==> config.mk <==
export PLATFORM = sky130hd
export DESIGN_NAME = phys_regfile
export DESIGN_NICKNAME = d
export VERILOG_FILES = /design/src/rtl/phys_regfile_pkg.sv /design/src/rtl/phys_regfile_ready_scoreboard.sv /design/src/rtl/phys_regfile.sv
export SDC_FILE = /design/constraint.sdc
export NUM_CORES = 1
export LEC_CHECK = 0
export ABC_AREA = 1
export CAP_MARGIN = 20
export CORE_AREA = 2 2 428 430
export CTS_CLUSTER_SIZE = 30
export DETAILED_ROUTE_END_ITERATION = 7
export DIE_AREA = 0 0 430 432
export SLEW_MARGIN = 10
export SYNTH_ARGS = -nofsm -noshare
export SYNTH_HDL_FRONTEND = slang
export SYNTH_SLANG_ARGS = --single-unit
==> constraint.sdc <==
create_clock -name clk_i -period 6.3 [get_ports clk_i]
set_input_delay 1.575 -clock clk_i [delete_from_list [all_inputs] [get_ports clk_i]]
set_output_delay 1.575 -clock clk_i [all_outputs]
set_load 0.1 [all_outputs]
==> src/rtl/phys_regfile_pkg.sv <==
// phys_regfile_pkg: default geometry shared by the register file, read mux and rename
package phys_regfile_pkg;
  localparam int DEF_WIDTH = 5;
  localparam int DEF_WID = 32;
  localparam int DEF_DEPTH = 1 << DEF_WIDTH;
endpackage

==> src/rtl/phys_regfile_ready_scoreboard.sv <==
// ready_scoreboard: per-entry ready bits and pending-entry counter
module ready_scoreboard
  import phys_regfile_pkg::*;
#(
  parameter int WIDTH = DEF_WIDTH,
  parameter int DEPTH = 1 << WIDTH,
  parameter int ZERO_ENTRY = 1
) (
  input  logic             clk_i,
  input  logic             rst_i,
  input  logic             alloc_en_i,
  input  logic [WIDTH-1:0] alloc_idx_i,
  input  logic             wb_en_i,
  input  logic [WIDTH-1:0] wb_idx_i,
  input  logic             flush_i,
  output logic [DEPTH-1:0] ready_o,
  output logic [WIDTH:0]   pending_cnt_o
);
  logic [DEPTH-1:0] rdy_n;
  logic [WIDTH:0]   cnt_n;
  // next ready vector: wb sets, flush sets all, alloc clears last so it wins on the same index
  always_comb begin
    rdy_n = ready_o;
    if (wb_en_i) rdy_n[wb_idx_i] = 1'b1;
    if (flush_i) rdy_n = '1;
    else if (alloc_en_i) rdy_n[alloc_idx_i] = 1'b0;
    if (ZERO_ENTRY != 0) rdy_n[0] = 1'b1;
    cnt_n = '0;
    for (int i = 0; i < DEPTH; i++) cnt_n = cnt_n + (WIDTH+1)'(!rdy_n[i]);
  end
  // counter is derived from the final ready state so it can never drift from it
  always_ff @(posedge clk_i) begin
    if (rst_i) begin
      ready_o <= '1;
      pending_cnt_o <= '0;
    end else begin
      ready_o <= rdy_n;
      pending_cnt_o <= cnt_n;
    end
  end
endmodule

==> src/rtl/phys_regfile.sv <==
// phys_regfile: physical register data array with ready scoreboard and writeback ack
module phys_regfile
  import phys_regfile_pkg::*;
#(
  parameter int WIDTH = DEF_WIDTH,
  parameter int WID = DEF_WID,
  parameter int DEPTH = 1 << WIDTH,
  parameter int ZERO_ENTRY = 1
) (
  input  logic                 clk_i,
  input  logic                 rst_i,
  input  logic                 alloc_en_i,
  input  logic [WIDTH-1:0]     alloc_idx_i,
  input  logic                 wb_en_i,
  input  logic [WIDTH-1:0]     wb_idx_i,
  input  logic [WID-1:0]       wb_data_i,
  input  logic                 flush_i,
  output logic [WID*DEPTH-1:0] data_o,
  output logic [DEPTH-1:0]     ready_o,
  output logic [WIDTH:0]       pending_cnt_o,
  output logic                 wb_ack_o
);
  logic [WID-1:0] mem [DEPTH];
  logic           wb_write;
  assign wb_write = wb_en_i && !(ZERO_ENTRY != 0 && wb_idx_i == '0);
  // data array: writeback stores regardless of flush; entry 0 stays zero when hardwired
  always_ff @(posedge clk_i) begin
    if (rst_i) for (int i = 0; i < DEPTH; i++) mem[i] <= '0;
    else if (wb_write) mem[wb_idx_i] <= wb_data_i;
  end
  // ack every accepted writeback one cycle later, including ignored entry-0 writes
  always_ff @(posedge clk_i) begin
    wb_ack_o <= !rst_i && wb_en_i;
  end
  for (genvar g = 0; g < DEPTH; g++) begin : g_flat
    assign data_o[g*WID +: WID] = mem[g];
  end
  ready_scoreboard #(.WIDTH(WIDTH), .DEPTH(DEPTH), .ZERO_ENTRY(ZERO_ENTRY)) u_sb (
    .clk_i(clk_i),
    .rst_i(rst_i),
    .alloc_en_i(alloc_en_i),
    .alloc_idx_i(alloc_idx_i),
    .wb_en_i(wb_en_i),
    .wb_idx_i(wb_idx_i),
    .flush_i(flush_i),
    .ready_o(ready_o),
    .pending_cnt_o(pending_cnt_o)
  );
endmodule

==> out/summary.txt, run 1 <==
total power -> 19.0 mW
Clock Skew -> 0.0132 ns
Post-Syn Area -> 38,900 sq um
DR WL/cell -> 27.0 um
worst reg2reg startpoint -> u_sb.ready_o[1]$_SDFF_PP1_
Yosys top cell by area -> edfxtp_1
Ys Warns -> 0
worst hold slack -> 0.577 ns
Net count, final -> 4,026
htree depth -> 3
fin worst setup slack -> 0.122 ns
Post-synth EDFFs -> 1,024
CP max stage delay -> 0.57 ns
max-slew violations -> 0
clk_lat worst skew -> 0.72 ns
I/O Pins -> 1,110
final period utilization -> 0.981
Critical Path Slowest Stage Cell -> fa_1
DR vias/cell -> 4.19
top-area cell type share of the netlist area -> 0.790
die width -> 430 um
Reg clk slew, reported paths -> 0.06 ns
port bufs -> 1,108
count leader, synth -> nor2_1
HPWL after detailed placement -> 120,000 um
critical path capture point type -> flop
vias in the first global route -> 26,400
Hold Path Class -> reg -> reg
Most common cell on crit path -> fa_1
Max-slew headroom -> 0.244
run status -> completed
final number of hold-violating endpoints -> 0
CTS sink count -> 1,062
Core Area -> 182,000 sq um
Syn Area/Cell -> 14.2 sq um
crit-path leading delay family -> adder cells
initial antenna violation count -> 18
final wirelength -> 174,000 um
CTS tree -> yes
minimum clock period -> 6.18 ns
GR Overflow Total -> 0
Worst Setup SP -> wb_idx_i[3]
cell-by-cell trace of the critical path -> dlygate4sd2_1, buf_12, nor2_4, nand4_1, nand2_1, a21oi_1, ha_1, inv_2, fa_1, fa_1, fa_1, fa_1, fa_1, fa_1, inv_1, ha_2, inv_2, fa_2, inv_2, nand3_1, nand2_2, nand2_1, nand2_1, nor2_1
clock buffer depth -> 3
router iterations before antenna repair -> 5
Setup Viol. Count Final -> 0
register area share after synthesis -> 0.809
initial core utilization -> 0.214
Netlist cell types -> 27
Hold Crit Start -> u_sb.ready_o[4]$_SDFF_PP1_
Num CTS Buffers -> 112
DIE AREA -> 186,000 sq um
CP Buf/Inv Count -> 6
unrepaired setup endpoints after global routing -> true
f_max -> 162 MHz
die height -> 432 um
first-pass GRT wire length -> 227,000 um
Worst Path Max Fanout -> 6
FFs w/ async S/R, synth -> 0
Synth top cells by count -> nor2_1, edfxtp_1, nand2_1
global-route total usage across every layer -> 0.179
VDD IR-drop max -> 0.229 mV
Max-Cap Viols -> 0
Critical Path AT -> 6.80 ns
row count -> 157
ys flop type -> edfxtp_1
share of cells above drive strength 1 -> 0.115
DR DRC count -> 0
Cell Pwr Density -> 333 nW/um^2
Root Buffer -> clkbuf_16
CP required -> 6.92 ns
CP Launch Type -> primary input
dominant cells by area after synthesis -> edfxtp_1, nor2_1, dfxtp_1
Leak -> 21.1 nW
#FFs+latches synth -> 1,062
GPL Wtd Cong -> 0.871
largest net degree at the start of global routing -> 37
Detail Route Antenna Nets -> 0
Slew @ Worst Pin -> 1.13 ns
Post-Place Setup Slack -> -0.882 ns
Layout area overhead -> 46.6%
CP Class -> in -> reg
initial DRC count -> 2,563
Post-Synthesis Cells -> 2,733
via count -> 27,000
## tightest hold or removal path, stage by stage (launching register included)
cell and delay (ns):
dfxtp_1 0.38, o21ai_1 0.10, nand3_1 0.07
## path summary, 6_finish.rpt
check	to	depth (start not counted)	slack, ns
worst min-delay path	u_sb.ready_o[4]$_SDFF_PP1_	2	0.58
worst max register to register	u_sb.pending_cnt_o[4]$_SDFF_PP0_	21	1.24
worst min register to register	u_sb.ready_o[4]$_SDFF_PP1_	2	0.58
worst max-delay path	u_sb.pending_cnt_o[4]$_SDFF_PP0_	24	0.12
## power breakdown
part | leakage (nW) | internal [mW] | switching (mW)
Clock | 1.75 | 3.61 | 2.91
Sequential | 10.1 | 8.11 | 0.110
Combinational | 9.31 | 0.701 | 3.60
Total | 21.1 | 12.4 | 6.62
## flip-flops by register name, indices dropped and copies added, names as in the netlist
| register | cells |
|---|---|
| wb_ack_o | 1 |
| u_sb.pending_cnt_o | 6 |
| mem | 1024 |
| u_sb.ready_o | 31 |
## repair_timing
item                                    CTS  global route
pin swaps                                 8            16
resized for setup                        17            32
hold buffers                              0             0
setup buffers                             1             3
endpoints found under the setup margin    2             5
## kinds of logic after synthesis
logic type,count (synthesis),share of synthesized area
AOI/OAI and AO/OA,21,0.00280
other,2,0.000193
and+or+nand+nor,1298,0.132
buffers and inverters,318,0.0414
adders and majority gates,32,0.0147
DFF,1062,0.809
## per-stage QoR
stage               TNS, ns  area [sq um]  std cells   util
floorplan                 0         39100       2764      -
global placement      -4.06         53300       6209  0.293
detailed placement    -4.12         53300       6211  0.293
CTS                       0         56900       6420  0.313
global route        -0.0414         57100       6428  0.314
finish                    0         57100       6429  0.314
## final cells by class
class	instances	area, sq um
Sequential cell	1062	31500
Inverter	108	410
Tap cell	2385	2980
Timing Repair Buffer	1279	12400
Multi-Input combinational cell	1384	6150
Fill cell	18000	125000
Clock inverter	73	653
Antenna cell	3	7.51
Clock buffer	135	2920
## cells in the final DEF (no fill, tap or decap), drive strengths merged
cell	Yosys	routed
ha	9	9
nor2	1033	1033
nor3	12	12
nand3	45	45
dlymetal6s2s	0	4
nand4	8	8
clkdlybuf4s50	0	1093
conb	2	33
fa	23	23
edfxtp	1024	1024
clkinvlp	0	2
clkinv	0	59
clkbuf	118	136
buf	92	174
dfxtp	38	38
nand2	200	200
inv	108	113
diode	0	3
o21ai	4	4
dlygate4sd2	0	7
a21oi	17	17
bufinv	0	7
## per-layer routing
metal,track usage,routed length (um),part of all wire,up-vias
met5,0,12,0.000069,-
met4,0.0652,6140,0.035,2
met3,0.0421,12700,0.073,294
met1,0.207,64700,0.37,13700
met2,0.320,90100,0.52,1371
li1,-,-,-,11600
Note: power is estimated with default switching activity, not from simulation.
==> run 2: changes to the inputs <==
--- a/config.mk
+++ b/config.mk
@@ -11,6 +11,7 @@
 export CTS_CLUSTER_SIZE = 30
 export DETAILED_ROUTE_END_ITERATION = 7
 export DIE_AREA = 0 0 430 432
+export GPL_ROUTABILITY_DRIVEN = 1
 export SLEW_MARGIN = 10
 export SYNTH_ARGS = -nofsm -noshare
 export SYNTH_HDL_FRONTEND = slang
==> results of run 2 <==
Final layout, timing and power as in run 1 (identical DEF).
==> run 3: changes to the inputs <==
--- a/config.mk
+++ b/config.mk
@@ -8,7 +8,7 @@
 export ABC_AREA = 1
 export CAP_MARGIN = 20
 export CORE_AREA = 2 2 428 430
-export CTS_CLUSTER_SIZE = 30
+export CTS_CLUSTER_SIZE = 24
 export DETAILED_ROUTE_END_ITERATION = 7
 export DIE_AREA = 0 0 430 432
 export GPL_ROUTABILITY_DRIVEN = 1
==> run 3 against run 2 <==
- cell area did not move
- non-clock buffer count did not move
- first-iteration DRC count up 1.3%
- sequential power hardly changed
- critical path depth did not move
- sequential share of layout area is the same
- register-to-register slack barely moved
- combinational power hardly changed
- flip-flop and latch count unchanged
- wire length hardly changed
- fmax increased by 0.19%
- utilization unchanged
- critical path type unchanged
- highest routed layer unchanged
==> out/summary.txt, run 3 (synthesis results as in run 1) <==
total power -> 19.0 mW
I/O Pins -> 1,110
final number of hold-violating endpoints -> 0
row count -> 157
fin area -> 57,100 sq um
first-pass GRT wire length -> 227,000 um
Detail Route Antenna Nets -> 0
router iterations before antenna repair -> 5
GR Overflow Total -> 0
Reg clk slew, reported paths -> 0.06 ns
Sw Share -> 0.348
Slew @ Worst Pin -> 1.14 ns
Register-to-Register Path Depth -> 21
max-slew violations -> 0
Cell Pwr Density -> 333 nW/um^2
final wirelength -> 174,000 um
most common cell after layout, fill and taps aside -> clkdlybuf4s50_1
vias in the first global route -> 26,400
R2R Setup Slk -> 1.24 ns
CP Class -> in -> reg
Worst Path Max Fanout -> 6
max FFs per register -> 1,024
Seq pwr share -> 0.432
global-route total usage across every layer -> 0.179
unrepaired setup endpoints after global routing -> true
Core Area -> 182,000 sq um
CTS sink count -> 1,062
clk_lat worst skew -> 0.72 ns
Num CTS Buffers -> 112
Clk pwr share -> 0.342
port bufs -> 1,108
share of cells above drive strength 1 -> 0.115
Net count, final -> 4,026
hold buffers post-CTS -> 0
initial DRC count -> 2,597
CP required -> 6.92 ns
minimum clock period -> 6.17 ns
DR DRC count -> 0
Post-DP Area -> 53,300 sq um
clock buffer depth -> 3
via count -> 27,000
Internal -> 12.4 mW
run status -> completed
largest net degree at the start of global routing -> 37
Critical Path AT -> 6.79 ns
Max-slew headroom -> 0.240
initial antenna violation count -> 18
CP Launch Type -> primary input
Gate power share -> 0.226
Max-Cap Viols -> 0
Layout area overhead -> 46.6%
Root Buffer -> clkbuf_16
Hold Path Class -> reg -> reg
Setup Viol. Count Final -> 0
die height -> 432 um
critical path capture point type -> flop
hold path depth -> 2
initial core utilization -> 0.214
DIE AREA -> 186,000 sq um
Most flops, register -> mem
DR WL/cell -> 27.0 um
die width -> 430 um
HPWL after detailed placement -> 120,000 um
f_max -> 162 MHz
NetSw -> 6.62 mW
Leak -> 21.1 nW
commonest cells after routing, fill and taps aside -> clkdlybuf4s50_1, nor2_1, edfxtp_1
htree depth -> 3
# fillers -> 18,000
Largest regs -> mem: 1024 flops, u_sb.ready_o: 31 flops, u_sb.pending_cnt_o: 6 flops
final period utilization -> 0.979
GPL Wtd Cong -> 0.871
VDD IR-drop max -> 0.230 mV
Clock Skew -> 0.0136 ns
DR vias/cell -> 4.20
CTS tree -> yes
run 3: cell counts in the layout (fill, tap and decap cells not counted):
Identical to the previous run, type by type.
run 3: path summary, 6_finish.rpt:
kind,endpoint,startpoint
worst max-delay path,u_sb.pending_cnt_o[4]$_SDFF_PP0_,wb_idx_i[3]
worst min-delay path,u_sb.ready_o[4]$_SDFF_PP1_,u_sb.ready_o[4]$_SDFF_PP1_
worst max register to register,u_sb.pending_cnt_o[4]$_SDFF_PP0_,u_sb.ready_o[1]$_SDFF_PP1_
worst min register to register,u_sb.ready_o[4]$_SDFF_PP1_,u_sb.ready_o[4]$_SDFF_PP1_
run 3: final cells by class:
class	instances	area, sq um	area share
antenna	3	7.51	0.000132
clock buffer	135	2920	0.0512
clock inverter	73	653	0.0114
inverter	108	410	0.00719
multi-input combinational	1384	6150	0.108
sequential	1062	31500	0.552
tap	2385	2980	0.0523
timing repair buffer	1279	12400	0.218
run 3: per-stage QoR:
stage / TNS, ns / instances / hold slack, ns / utilization / worst slack (ns)
2_1_floorplan: 0 / 2764 / 0.985 / - / 0.00917
3_3_place_gp: -4.06 / 6209 / 0.586 / 0.293 / -0.880
3_5_place_dp: -4.12 / 6211 / 0.582 / 0.293 / -0.882
4_1_cts: 0 / 6420 / 0.586 / 0.313 / 0.00497
5_1_grt: -0.0414 / 6428 / 0.630 / 0.314 / -0.0414
6_report: 0 / 6429 / 0.577 / 0.314 / 0.133
run 3: metal layers:
metal / vias up / part of all wire / track usage / wire length (um)
met4: 2 / 0.035 / 0.0652 / 6130
met1: 13700 / 0.37 / 0.207 / 63800
met2: 1422 / 0.52 / 0.320 / 90000
met3: 305 / 0.078 / 0.0421 / 13500
met5: - / 0.000069 / 0 / 12
li1: 11600 / - / - / -
run 3: worst max-delay path: stages:
cell and delay [ns]:
dlygate4sd2_1 0.26, buf_12 0.14, nor2_4 0.16, nand4_1 0.13, nand2_1 0.11, a21oi_1 0.07
ha_1 0.29, inv_2 0.04, fa_1 0.48, fa_1 0.57, fa_1 0.45, fa_1 0.53
fa_1 0.45, fa_1 0.48, inv_1 0.08, ha_2 0.19, inv_2 0.05, fa_2 0.36
inv_2 0.06, nand3_1 0.07, nand2_2 0.09, nand2_1 0.06, nand2_1 0.06, nor2_1 0.04
run 3: power groups by stage:
stage / Clock [mW] / Combinational (mW) / Sequential, mW
4_1_cts: 6.60 / 4.32 / 8.22
5_1_grt: 6.87 / 4.35 / 8.25
3_3_place_gp: 0 / 4.31 / 8.35
6_report: 6.51 / 4.30 / 8.22
3_5_place_dp: 0 / 4.31 / 8.37
2_1_floorplan: 0 / 0.262 / 11.2
run 3: timing repair:
item | CTS | global route
endpoints found under the setup margin | 2 | 5
buffers inserted | 1 | 3
gates resized for setup | 17 | 32
pin swaps | 8 | 16
